--- config.mk ---
export PLATFORM = sky130hd
export DESIGN_NAME = render_scheduler_flat
export DESIGN_NICKNAME = d
export VERILOG_FILES = /design/src/rtl/render_pkg.sv /design/src/rtl/render_fb_if.sv /design/src/rtl/render_sched_next.sv /design/src/rtl/render_scheduler.sv /design/src/flat_wrapper.sv
export SDC_FILE = /design/constraint.sdc
export NUM_CORES = 1
export LEC_CHECK = 0
export CORE_MARGIN = 2
export CORE_UTILIZATION = 25
export DETAILED_ROUTE_END_ITERATION = 7
export PLACE_DENSITY = 0.89
export SLEW_MARGIN = 20
export SYNTH_ARGS = -nofsm -noshare
export SYNTH_HDL_FRONTEND = slang
export SYNTH_SLANG_ARGS = --single-unit
export TNS_END_PERCENT = 50
--- constraint.sdc ---
create_clock -name clk -period 4.5 [get_ports clk]
set_input_delay 0.9 -clock clk [delete_from_list [all_inputs] [get_ports clk]]
set_output_delay 0.9 -clock clk [all_outputs]
set_load 0.01 [all_outputs]
--- src/rtl/render_pkg.sv ---
// Shared types and helpers for the render scheduler slice.
package render_pkg;

  // Scheduler sequencing states.
  typedef enum logic [1:0] {
    IDLE  = 2'd0,
    START = 2'd1,
    WAIT  = 2'd2,
    DONE  = 2'd3
  } state_t;

  // Width of a slot index, never less than one bit.
  function automatic int idx_w(input int n);
    return (n > 1) ? $clog2(n) : 1;
  endfunction

endpackage

--- src/rtl/render_fb_if.sv ---
// Shared framebuffer write port.
// Handshake: drawing is the pixel-valid and oe the ready; a pixel (x, y, cidx)
// transfers in any cycle where drawing and oe are both high. The master holds
// drawing and the pixel stable until it sees oe high.
interface render_fb_if #(
  parameter int CORDW = 16,
  parameter int CIDXW = 4
);
  logic                    oe;
  logic signed [CORDW-1:0] x;
  logic signed [CORDW-1:0] y;
  logic [CIDXW-1:0]        cidx;
  logic                    drawing;

  modport master (input oe, output x, output y, output cidx, output drawing);
  modport slave  (output oe, input x, input y, input cidx, input drawing);
endinterface

--- src/rtl/render_sched_next.sv ---
// Finds the lowest set bit of a mask at or above a start index.
module render_sched_next #(
  parameter int NREND = 4,
  parameter int IDXW  = 2
) (
  input  logic [NREND-1:0] i_mask,
  input  logic [IDXW:0]    i_from,
  output logic             o_found,
  output logic [IDXW-1:0]  o_idx
);

  // Scan downwards so the lowest qualifying bit is the last one written.
  always_comb begin
    o_found = 1'b0;
    o_idx   = '0;
    for (int i = NREND - 1; i >= 0; i--) begin
      if (i_mask[i] && (i >= int'(i_from))) begin
        o_found = 1'b1;
        o_idx   = IDXW'(i);
      end
    end
  end

endmodule

--- src/rtl/render_scheduler.sv ---
// Runs each enabled renderer once per frame in ascending slot order and
// shares the framebuffer write port with whichever renderer is active.
module render_scheduler
  import render_pkg::*;
#(
  parameter int NREND = 4,
  parameter int CORDW = 16,
  parameter int CIDXW = 4
) (
  input  logic                          clk,
  input  logic                          rst,
  input  logic                          frame,
  input  logic [NREND-1:0]              en_mask,
  render_fb_if.master                   fb,
  output logic [NREND-1:0]              r_start,
  output logic [NREND-1:0]              r_oe,
  input  logic [NREND*CORDW-1:0]        r_x,
  input  logic [NREND*CORDW-1:0]        r_y,
  input  logic [NREND*CIDXW-1:0]        r_cidx,
  input  logic [NREND-1:0]              r_drawing,
  input  logic [NREND-1:0]              r_done,
  output logic [idx_w(NREND)-1:0]       cur,
  output logic                          busy,
  output logic                          done,
  output logic                          overrun,
  output state_t                        o_dbg_state
);

  localparam int IDXW = idx_w(NREND);

  state_t           r_state;
  logic [NREND-1:0] r_mask;
  logic [IDXW-1:0]  r_cur;
  logic [NREND-1:0] r_start_q;
  logic             r_done_q;
  logic             r_overrun_q;

  logic [NREND-1:0] w_search_mask;
  logic [IDXW:0]    w_from;
  logic             w_found;
  logic [IDXW-1:0]  w_idx;

  // In IDLE the first slot comes from the incoming mask; afterwards the
  // successor search runs over the latched mask above the current slot.
  assign w_search_mask = (r_state == IDLE) ? en_mask : r_mask;
  assign w_from        = (r_state == IDLE) ? '0
                       : ({1'b0, r_cur} + {{IDXW{1'b0}}, 1'b1});

  render_sched_next #(
    .NREND (NREND),
    .IDXW  (IDXW)
  ) u_next (
    .i_mask  (w_search_mask),
    .i_from  (w_from),
    .o_found (w_found),
    .o_idx   (w_idx)
  );

  // Sequencing FSM with registered start/done/overrun pulses.
  always_ff @(posedge clk) begin
    if (rst) begin
      r_state     <= IDLE;
      r_mask      <= '0;
      r_cur       <= '0;
      r_start_q   <= '0;
      r_done_q    <= 1'b0;
      r_overrun_q <= 1'b0;
    end else begin
      r_start_q   <= '0;
      r_done_q    <= 1'b0;
      r_overrun_q <= frame && (r_state != IDLE);
      case (r_state)
        IDLE: begin
          if (frame) begin
            r_mask <= en_mask;
            if (w_found) begin
              r_cur     <= w_idx;
              r_start_q <= NREND'(1) << w_idx;
              r_state   <= START;
            end else begin
              r_done_q <= 1'b1;
              r_state  <= DONE;
            end
          end
        end
        START: r_state <= WAIT;
        WAIT: begin
          if (r_done[r_cur]) begin
            if (w_found) begin
              r_cur     <= w_idx;
              r_start_q <= NREND'(1) << w_idx;
              r_state   <= START;
            end else begin
              r_done_q <= 1'b1;
              r_state  <= DONE;
            end
          end
        end
        DONE:    r_state <= IDLE;
        default: r_state <= IDLE;
      endcase
    end
  end

  // Only the active renderer sees backpressure and only its pixel is valid.
  always_comb begin
    r_oe       = '0;
    fb.drawing = 1'b0;
    if (r_state == WAIT) begin
      r_oe[r_cur] = fb.oe;
      fb.drawing  = r_drawing[r_cur];
    end
  end

  assign fb.x    = r_x[int'(r_cur)*CORDW +: CORDW];
  assign fb.y    = r_y[int'(r_cur)*CORDW +: CORDW];
  assign fb.cidx = r_cidx[int'(r_cur)*CIDXW +: CIDXW];

  assign r_start     = r_start_q;
  assign done        = r_done_q;
  assign overrun     = r_overrun_q;
  assign cur         = r_cur;
  assign busy        = (r_state != IDLE);
  assign o_dbg_state = r_state;

endmodule

--- src/flat_wrapper.sv ---
// flat-port wrapper written by rule: the top's interface ports become plain ports
module render_scheduler_flat import render_pkg::*;
#(
  parameter int NREND = 4,
  parameter int CORDW = 16,
  parameter int CIDXW = 4
)
  (clk, rst, frame, en_mask, r_start, r_oe, r_x, r_y, r_cidx, r_drawing, r_done, cur, busy, done, overrun, o_dbg_state, fb_oe, fb_x, fb_y, fb_cidx, fb_drawing);
  render_fb_if #(.CORDW(CORDW), .CIDXW(CIDXW)) fb_i ();
  input  logic clk;
  input  logic rst;
  input  logic frame;
  input  logic [NREND-1:0] en_mask;
  output logic [NREND-1:0] r_start;
  output logic [NREND-1:0] r_oe;
  input  logic [NREND*CORDW-1:0] r_x;
  input  logic [NREND*CORDW-1:0] r_y;
  input  logic [NREND*CIDXW-1:0] r_cidx;
  input  logic [NREND-1:0] r_drawing;
  input  logic [NREND-1:0] r_done;
  output logic [idx_w(NREND)-1:0] cur;
  output logic busy;
  output logic done;
  output logic overrun;
  output state_t o_dbg_state;
  input wire logic [$bits(fb_i.oe)-1:0] fb_oe;
  output wire logic [$bits(fb_i.x)-1:0] fb_x;
  output wire logic [$bits(fb_i.y)-1:0] fb_y;
  output wire logic [$bits(fb_i.cidx)-1:0] fb_cidx;
  output wire logic [$bits(fb_i.drawing)-1:0] fb_drawing;
  assign fb_i.oe = fb_oe;
  assign fb_x = fb_i.x;
  assign fb_y = fb_i.y;
  assign fb_cidx = fb_i.cidx;
  assign fb_drawing = fb_i.drawing;
  render_scheduler #(.NREND(NREND), .CORDW(CORDW), .CIDXW(CIDXW)) u_core (.clk(clk), .rst(rst), .frame(frame), .en_mask(en_mask), .fb(fb_i), .r_start(r_start), .r_oe(r_oe), .r_x(r_x), .r_y(r_y), .r_cidx(r_cidx), .r_drawing(r_drawing), .r_done(r_done), .cur(cur), .busy(busy), .done(done), .overrun(overrun), .o_dbg_state(o_dbg_state));
endmodule
==> impl_metrics.csv, run 1 <==
group,metric,value,unit
outcome,status,"complete, no violations",
synth,synthMuxAreaShare,55.2,%
final_layout,nNetsFinal,495,
routing,drc,0,
die,fp.dieW,84.6,µm
clocking,clock_path_buffers,2,
die,dieArea,0.00715,mm²
power_and_ir_drop,power_frac_clock,12.4,%
clocking,cts_resized,0,
clocking,root_buffer,"clkbuf_8",
sta,finalSetupTns,0,ns
grt,grt_pass1_wl,11.8,mm
placed_design,gp_congestion,0.901,
sta,fin_crit_sh,78.3,%
sta,rsz0062_at_grt,"false",
power_and_ir_drop,p_sw_share,33.0,%
die,die_h,84.6,µm
clocking,htree_levels,1,
sta,period_needed,3.53,ns
sta,worst_clock_skew,0.00327,ns
final_layout,design_area,0.00382,mm²
power_and_ir_drop,power_density,260,mW/mm²
routing,viasPerCell,5.08,
placed_design,dp.cells,403,
power_and_ir_drop,pwr-share-seq,18.4,%
final_layout,final_cell_mix,"211 x clkdlybuf4s50_1, 38 x mux4_2, 12 x dfxtp_1, 9 x nor2_1",
placed_design,dp_slack,1.18,ns
worst_hold_path,hp-class,"reg -> reg",
die,row_count,29,
worst_setup_path,cp-endpoint,"fb_x[8]",
worst_setup_path,critPathArrivalTime,2.63,ns
final_layout,n_fill_cell,518,
routing,wirelength,7.68,mm
synth,synth-simple-area-share,9.71,%
synth,synth_cells,125,
sta,hold_viol_final,0,
synth,synth-xor-area-share,0,%
power_and_ir_drop,switching_power,328,µW
die,placeableCoreArea,0.00631,mm²
placed_design,dp.final_hpwl,6.78,mm
worst_setup_path,cp-start-kind,"flip-flop",
synth,syn-num-nets,289,
worst_setup_path,worstSetupPathType,"reg -> out",
final_layout,final_util,60.6,%
routing,first_pass_iters,6,
synth,synth_top_family_by_area,"multiplexers",
final_layout,drive_gt1_share,15.8,%
synth,synth_compound_area_share,8.64,%
synth,seq_area_frac_synth,17.3,%
synth,ys_ff_latch,14,
clocking,tritoncts,"yes",
worst_setup_path,regToRegSetupSlack,1.93,ns
power_and_ir_drop,p_total,994,µW
die,start_util,25.7,%
sta,setup_slack,0.975,ns
grt,grt_pass1_vias,2282,
worst_setup_path,r2r_start,"u_core.cur[0]$_SDFFE_PP0P_",
routing,wl_per_cell,18.9,µm
clocking,cts_num_sinks,14,
sta,tightest_slew,0.732,ns
routing,drt-initial-drc-count,33,
clocking,ctsHoldBuffers,0,
sta,final-setup-viol-count,0,
synth,synthDistinctLibCells,33,
placed_design,dpl_cell_area,0.00377,mm²
synth,synth-adder-area-share,3.08,%
clocking,cts_made_buffers,3,
grt,gr-total-overflow,0,
sta,fmax,284,MHz
power_and_ir_drop,internal_power,667,µW
power_and_ir_drop,leakage,1.35,nW
sta,slew_headroom,51.2,%
clocking,cts_setup_buffers,0,
synth,synth_warnings,0,
grt,antenna_found_initial,0,
clocking,clock_latency,0.25,ns
worst_setup_path,worstReg2RegEnd,"u_core.r_start[3]$_SDFF_PP0_",
final_layout,area_growth,136,%
final_layout,final_common_cell,"clkdlybuf4s50_1",
grt,grt_usage,20.9,%
final_layout,stdcell_count,407,
power_and_ir_drop,ir_drop,0.133,mV
worst_setup_path,r2r_cells,5,
worst_setup_path,required,3.60,ns
die,io_pins,212,
grt,grt_max_degree,26,
final_layout,n_antenna_cell,0,
worst_setup_path,cp-startpoint,"u_core.cur[0]$_SDFFE_PP0P_",
placed_design,numPortBuffers,211,
clocking,clk_pin_slew,0.06,ns
sta,holdWs,0.502,ns
worst_setup_path,worstPathMaxFanout,25,
routing,num_vias,2066,
synth,synth_area,0.00162,mm²
routing,antenna_left,0,
sta,maxSlewViolCount,0,
power_and_ir_drop,p_comb_share,69.2,%
job,max_cap_viol_count,0,
synth,syn_area_per_cell,13.0,µm²
worst_setup_path,critPathCaptureType,"output port",
logic make-up (layout without fill, tap and decap cells):
kind of cell,Yosys count,in the layout
DFF,14,14
AOI/OAI and AO/OA,18,18
adders and majority gates,4,4
buffers and inverters,17,222
and+or+nand+nor,30,30
muxes,42,42
sequential cells by signal, indices dropped and copies added (netlist names):
register	flops
u_core.cur	2
u_core.done	1
u_core.r_start	4
u_core.o_dbg_state	2
u_core.overrun	1
u_core.r_mask	4
cells in the mapped netlist (all sizes together):
cell type  count  area, µm²
a2111o         1       11.3
a2111oi        1       15.0
a211oi         1       7.51
a21o           1       7.51
a21oi          6       30.0
a22oi          1       7.51
a311oi         1       15.0
a32o           1       11.3
a32oi          1       8.76
and2           2       12.5
and2b          1       8.76
and3           4       25.0
buf           11       76.3
clkbuf         1       3.75
dfxtp         14        280
ha             4       50.1
inv            5       18.8
mux2i          4       40.0
mux4          38        856
nand2          1       3.75
nand2b         2       12.5
nand3          1       5.00
nor2           9       33.8
nor2b          2       12.5
nor3           6       30.0
nor3b          1       7.51
o21ai          3       15.0
o221a          1       11.3
or3            1       6.26
worst min-delay path by stage:
stage | startpoint | end | slack (ns) | cells after the start
6_report | u_core.r_mask[3]$_SDFFE_PP0P_ | u_core.r_mask[3]$_SDFFE_PP0P_ | 0.50 | 2
5_1_grt | u_core.o_dbg_state[0]$_SDFFE_PP0P_ | u_core.o_dbg_state[1]$_SDFFE_PP0P_ | 0.55 | 1
4_1_cts | u_core.o_dbg_state[0]$_SDFFE_PP0P_ | u_core.o_dbg_state[1]$_SDFFE_PP0P_ | 0.51 | 1
3_5_place_dp | u_core.r_mask[3]$_SDFFE_PP0P_ | u_core.r_mask[3]$_SDFFE_PP0P_ | 0.50 | 2
3_3_place_gp | u_core.r_mask[3]$_SDFFE_PP0P_ | u_core.r_mask[3]$_SDFFE_PP0P_ | 0.47 | 2
2_1_floorplan | u_core.r_mask[3]$_SDFFE_PP0P_ | u_core.r_mask[3]$_SDFFE_PP0P_ | 0.45 | 2
critical path: stages (launching register included):
cell and delay [ns]:
dfxtp_2 0.80, buf_4 0.49, mux4_2 0.56, clkdlybuf4s50_1 0.51
power groups by stage:
stage	clock [mW]	combinational, mW	sequential, mW
6_report	0.123	0.688	0.183
3_3_place_gp	0	0.680	0.186
4_1_cts	0.127	0.694	0.185
3_5_place_dp	0	0.691	0.187
2_1_floorplan	0	0.353	0.160
5_1_grt	0.132	0.730	0.191
routing by layer:
metal | track usage (%) | routed length (µm) | up-vias
met5 | 0 | 0 | -
met4 | 6.06 | 197 | 0
met3 | 4.72 | 652 | 16
met2 | 39.7 | 4140 | 123
met1 | 23.1 | 2680 | 990
li1 | - | - | 937
layout make-up:
cell class	count	area, µm²	area share, %
clock buffer	4	55.1	1.44
timing repair buffer	213	2130	55.6
multi-input combinational	94	1240	32.5
inverter	5	18.8	0.491
tap	77	96.3	2.52
sequential	14	283	7.40
Power figures use the tool's default switching activity.
==> run 2: changes to the inputs <==
--- a/config.mk
+++ b/config.mk
@@ -6,9 +6,9 @@
 export NUM_CORES = 1
 export LEC_CHECK = 0
 export CORE_MARGIN = 2
-export CORE_UTILIZATION = 25
+export CORE_UTILIZATION = 23
 export DETAILED_ROUTE_END_ITERATION = 7
-export PLACE_DENSITY = 0.89
+export PLACE_DENSITY = 0.87
 export SLEW_MARGIN = 20
 export SYNTH_ARGS = -nofsm -noshare
 export SYNTH_HDL_FRONTEND = slang
==> constraint.sdc (replaced) <==
create_clock -name clk -period 2.9 [get_ports clk]
set_input_delay 0.58 -clock clk [delete_from_list [all_inputs] [get_ports clk]]
set_output_delay 0.58 -clock clk [all_outputs]
set_load 0.01 [all_outputs]
==> impl_metrics.csv, run 2 (synthesis results as in run 1) <==
group,metric,value,unit
worst_setup_path,regToRegSetupSlack,0.62,ns
sta,hold_viol_final,0,
placed_design,dp.cells,427,
sta,worst_clock_skew,0.00616,ns
final_layout,n_fill_cell,582,
grt,antenna_found_initial,0,
worst_setup_path,critPathCaptureType,"output port",
clocking,clock_path_buffers,2,
worst_setup_path,slowest_delay,0.47,ns
final_layout,final_cell_mix,"211 x clkdlybuf4s50_1, 38 x mux4_2, 12 x dfxtp_1, 9 x nor2_1",
routing,viasPerCell,4.82,
sta,slew_headroom,55.4,%
worst_hold_path,hp-start,"u_core.r_mask[3]$_SDFFE_PP0P_",
power_and_ir_drop,leakage,1.38,nW
routing,drt-initial-drc-count,32,
routing,first_pass_iters,4,
routing,wirelength,7.67,mm
die,row_count,30,
routing,drc,0,
die,placeableCoreArea,0.00679,mm²
sta,fin_crit_sh,91.7,%
grt,grt_use_met3,5.94,%
sta,rsz0062_at_grt,"false",
worst_setup_path,r2r_cells,6,
worst_setup_path,critPathSlowestCell,"clkdlybuf4s50_1",
routing,num_vias,2077,
sta,final-setup-viol-count,0,
die,io_pins,212,
clocking,cts_resized,0,
grt,grt_util_met2,37.1,%
clocking,clk_pin_slew,0.06,ns
grt,grt_pass1_vias,2206,
worst_setup_path,required,2.32,ns
routing,antenna_left,0,
placed_design,numPortBuffers,211,
placed_design,gp_congestion,0.862,
sta,fmax,376,MHz
worst_setup_path,cp-start-kind,"primary input",
grt,grt_pass1_wl,11.2,mm
clocking,htree_levels,1,
final_layout,n_antenna_cell,0,
worst_setup_path,worstSetupPathType,"in -> out",
worst_setup_path,path_cells,"clkdlybuf4s50_1 > mux4_2 > and2_1 > clkdlybuf4s50_1",
clocking,cts_num_sinks,14,
grt,grt_max_degree,18,
clocking,tritoncts,"yes",
sta,maxSlewViolCount,0,
worst_setup_path,critPathArrivalTime,2.08,ns
power_and_ir_drop,power_density,406,mW/mm²
worst_setup_path,cp_common_cell,"clkdlybuf4s50_1",
clocking,ctsHoldBuffers,0,
grt,grt_usage,18.9,%
power_and_ir_drop,ir_drop,0.296,mV
clocking,cts_made_buffers,3,
final_layout,drive_gt1_share,17.0,%
worst_setup_path,r2r_start,"u_core.cur[0]$_SDFFE_PP0P_",
grt,gr-total-overflow,0,
clocking,clock_latency,0.24,ns
outcome,status,"complete, no violations",
worst_hold_path,hp-class,"reg -> reg",
placed_design,dp.final_hpwl,6.80,mm
sta,finalSetupTns,0,ns
routing,wl_per_cell,17.8,µm
clocking,cts_setup_buffers,0,
final_layout,stdcell_count,431,
die,dieArea,0.00774,mm²
grt,top_usage_layer,"met2",
die,start_util,23.9,%
sta,holdWs,0.491,ns
die,fp.dieW,88,µm
grt,grtUsageMet1,19.4,%
worst_setup_path,worstPathMaxFanout,1,
worst_setup_path,worstReg2RegEnd,"u_core.cur[0]$_SDFFE_PP0P_",
final_layout,area_growth,142,%
worst_hold_path,hold-path-cell-count,2,
sta,period_needed,2.66,ns
final_layout,nNetsFinal,500,
worst_hold_path,holdPathEnd,"u_core.r_mask[3]$_SDFFE_PP0P_",
final_layout,final_common_cell,"clkdlybuf4s50_1",
job,max_cap_viol_count,0,
clocking,root_buffer,"clkbuf_8",
die,die_h,88,µm
sta,tightest_slew,0.666,ns
-- run 2: cell types whose count changed in the layout (fill, tap and decap cells not counted) --
| cell | previous run | this run |
|---|---|---|
| buf_12 | 0 | 3 |
| buf_4 | 2 | 4 |
| dfxtp_2 | 2 | 1 |
| dfxtp_4 | 0 | 1 |
-- run 2: per-layer routing --
metal,vias up,wire length (µm)
met2,122,4170
met5,-,0
met1,994,2500
met3,12,869
li1,949,-
met4,0,130
-- run 2: worst max path at each step --
stage,startpoint,end,cells past startpoint
floorplan,u_core.cur[1]$_SDFFE_PP0P_,u_core.cur[0]$_SDFFE_PP0P_,8
global placement,r_drawing[2],fb_drawing,4
detailed placement,r_drawing[2],fb_drawing,4
CTS,u_core.cur[0]$_SDFFE_PP0P_,fb_x[12],3
global route,u_core.cur[0]$_SDFFE_PP0P_,fb_x[12],3
finish,r_drawing[2],fb_drawing,4
-- run 2: report_power, final --
| group | switching (mW) | total [mW] | leakage [nW] | internal, mW |
|---|---|---|---|---|
| clock network | 0.0701 | 0.190 | 0.0288 | 0.120 |
| logic | 0.401 | 1.13 | 1.24 | 0.729 |
| registers | 0.0528 | 0.271 | 0.116 | 0.218 |
-- run 2: layout make-up --
| type | count | area, µm² | share of cell area [%] |
|---|---|---|---|
| multi-input combinational | 94 | 1240 | 31.7 |
| sequential | 14 | 285 | 7.27 |
| clock buffer | 4 | 55.1 | 1.40 |
| tap | 96 | 120 | 3.06 |
| inverter | 5 | 18.8 | 0.478 |
| timing repair buffer | 218 | 2200 | 56.1 |
-- run 2: worst max-delay path, delay by kind of cell --
family	cells	cell delay [ns]
buf+inv	2	0.88
mux	1	0.45
simple gates	1	0.16
-- run 2: per-stage QoR --
step	utilization (%)	setup slack, ns	cell area [µm²]	power (mW)
finish	57.8	0.242	3930	1.59
global route	57.8	0.194	3930	1.68
CTS	57.7	0.0295	3920	1.61
detailed placement	56.9	0.234	3870	1.42
global placement	56.9	0.239	3870	1.40
floorplan	-	0.320	1620	0.796
==> run 3: changes to the inputs <==
--- a/config.mk
+++ b/config.mk
@@ -5,11 +5,11 @@
 export SDC_FILE = /design/constraint.sdc
 export NUM_CORES = 1
 export LEC_CHECK = 0
-export CORE_MARGIN = 2
+export CORE_MARGIN = 8
 export CORE_UTILIZATION = 23
 export DETAILED_ROUTE_END_ITERATION = 7
 export PLACE_DENSITY = 0.87
-export SLEW_MARGIN = 20
+export SLEW_MARGIN = 30
 export SYNTH_ARGS = -nofsm -noshare
 export SYNTH_HDL_FRONTEND = slang
 export SYNTH_SLANG_ARGS = --single-unit
==> constraint.sdc (replaced) <==
create_clock -name clk -period 2.9 [get_ports clk]
set_input_delay 0.58 -clock clk [delete_from_list [all_inputs] [get_ports clk]]
set_output_delay 0.58 -clock clk [all_outputs]
set_load 0.02 [all_outputs]
==> impl_metrics.csv, run 3 (synthesis results as in run 1) <==
group,metric,value,unit
outcome,status,"complete, no violations",
sta,maxSlewViolCount,0,
sta,worst_clock_skew,0.00731,ns
final_layout,area_growth,140,%
sta,hold_viol_final,0,
sta,setup_slack,0.155,ns
clocking,cts_num_sinks,14,
routing,viasPerCell,4.94,
worst_hold_path,hp-class,"reg -> reg",
die,placeableCoreArea,0.00683,mm²
die,fp.dieW,100,µm
clocking,clock_path_buffers,2,
grt,antenna_found_initial,0,
die,dieArea,0.0100,mm²
final_layout,n_fill_cell,616,
clocking,clk_pin_slew,0.06,ns
die,io_pins,212,
worst_setup_path,worstPathMaxFanout,1,
final_layout,nNetsFinal,499,
routing,antenna_left,0,
routing,first_pass_iters,5,
placed_design,gp_congestion,0.845,
sta,period_needed,2.74,ns
die,row_count,30,
sta,tightest_slew,0.703,ns
worst_setup_path,worstSetupPathType,"in -> out",
placed_design,dp.cells,426,
sta,finalSetupTns,0,ns
routing,drt-initial-drc-count,60,
final_layout,stdcell_count,430,
routing,num_vias,2125,
sta,rsz0062_at_grt,"false",
sta,slew_headroom,52.9,%
worst_hold_path,hp-start,"u_core.r_mask[3]$_SDFFE_PP0P_",
worst_setup_path,regToRegSetupSlack,0.62,ns
clocking,ctsHoldBuffers,0,
sta,final-setup-viol-count,0,
clocking,tritoncts,"yes",
final_layout,drive_gt1_share,16.8,%
final_layout,final_cell_mix,"211 x clkdlybuf4s50_1, 38 x mux4_2, 12 x dfxtp_1, 9 x nor2_1",
worst_setup_path,cp-start-kind,"primary input",
routing,wirelength,9.66,mm
grt,gr-total-overflow,0,
power_and_ir_drop,leakage,1.37,nW
placed_design,numPortBuffers,211,
clocking,cts_setup_buffers,0,
die,die_h,100,µm
grt,grt_usage,17.9,%
grt,grt_pass1_vias,2280,
die,start_util,23.8,%
sta,fin_crit_sh,94.7,%
grt,grt_max_degree,18,
worst_setup_path,required,2.32,ns
clocking,cts_made_buffers,3,
clocking,root_buffer,"clkbuf_8",
grt,grt_pass1_wl,13.6,mm
placed_design,dp_slack,0.157,ns
power_and_ir_drop,ir_drop,0.296,mV
clocking,htree_levels,1,
final_layout,n_antenna_cell,0,
routing,drc,0,
power_and_ir_drop,power_density,437,mW/mm²
final_layout,final_common_cell,"clkdlybuf4s50_1",
sta,fmax,364,MHz
placed_design,dp.final_hpwl,8.64,mm
clocking,clock_latency,0.25,ns
routing,wl_per_cell,22.5,µm
worst_setup_path,critPathCaptureType,"output port",
worst_setup_path,cp-startpoint,"r_drawing[3]",
worst_setup_path,critPathArrivalTime,2.16,ns
job,max_cap_viol_count,0,
worst_setup_path,r2r_start,"u_core.cur[1]$_SDFFE_PP0P_",
==> run 3: cell count changes in the layout (fill, tap and decap cells not counted) <==
cell    change
buf_12      -2
buf_4       +1
==> run 3: worst max-delay path, cell delays in order <==
cell,delay [ns]
clkdlybuf4s50_1,0.40
mux4_2,0.46
and2_1,0.18
clkdlybuf4s50_1,0.54
==> run 3: routing by layer <==
| layer | share of wire [%] | track usage [%] |
|---|---|---|
| met5 | 0 | 0 |
| met4 | 2.7 | 5.70 |
| met2 | 54 | 34.7 |
| met1 | 33 | 17.2 |
| met3 | 9.9 | 6.09 |
==> run 3: power by group <==
group | internal, mW | total (mW) | switching, mW
Sequential | 0.218 | 0.267 | 0.0485
Combinational | 0.715 | 1.24 | 0.528
Clock | 0.120 | 0.191 | 0.0704
Total | 1.05 | 1.70 | 0.647
==> run 3: final cells by class <==
class / instances / area [µm²] / area share [%]
clock buffers: 4 / 55.1 / 1.41
inverters: 5 / 18.8 / 0.482
multi-input cells: 94 / 1240 / 32.0
flip-flops and latches: 14 / 285 / 7.33
well taps: 96 / 120 / 3.09
repair buffers: 217 / 2170 / 55.7
==> run 3: final timing paths <==
check / endpoint / cells after the start
min: u_core.r_mask[3]$_SDFFE_PP0P_ / 2
min reg2reg: u_core.r_mask[3]$_SDFFE_PP0P_ / 2
max reg2reg: u_core.cur[0]$_SDFFE_PP0P_ / 6
max: fb_drawing / 4
==> run 3: repair_timing <==
action | in CTS | in global routing
hold endpoints to repair | 0 | 0
endpoints found under the setup margin | 0 | 5
resized for setup | 0 | 1
==> run 3: per-stage QoR <==
step / power (mW) / utilization, % / hold WS, ns / cell area (µm²)
floorplan: 0.917 / - / 0.452 / 1620
global placement: 1.50 / 56.1 / 0.469 / 3830
detailed placement: 1.52 / 56.1 / 0.480 / 3830
CTS: 1.72 / 56.9 / 0.495 / 3890
global route: 1.79 / 57.0 / 0.530 / 3890
finish: 1.70 / 57.0 / 0.490 / 3890
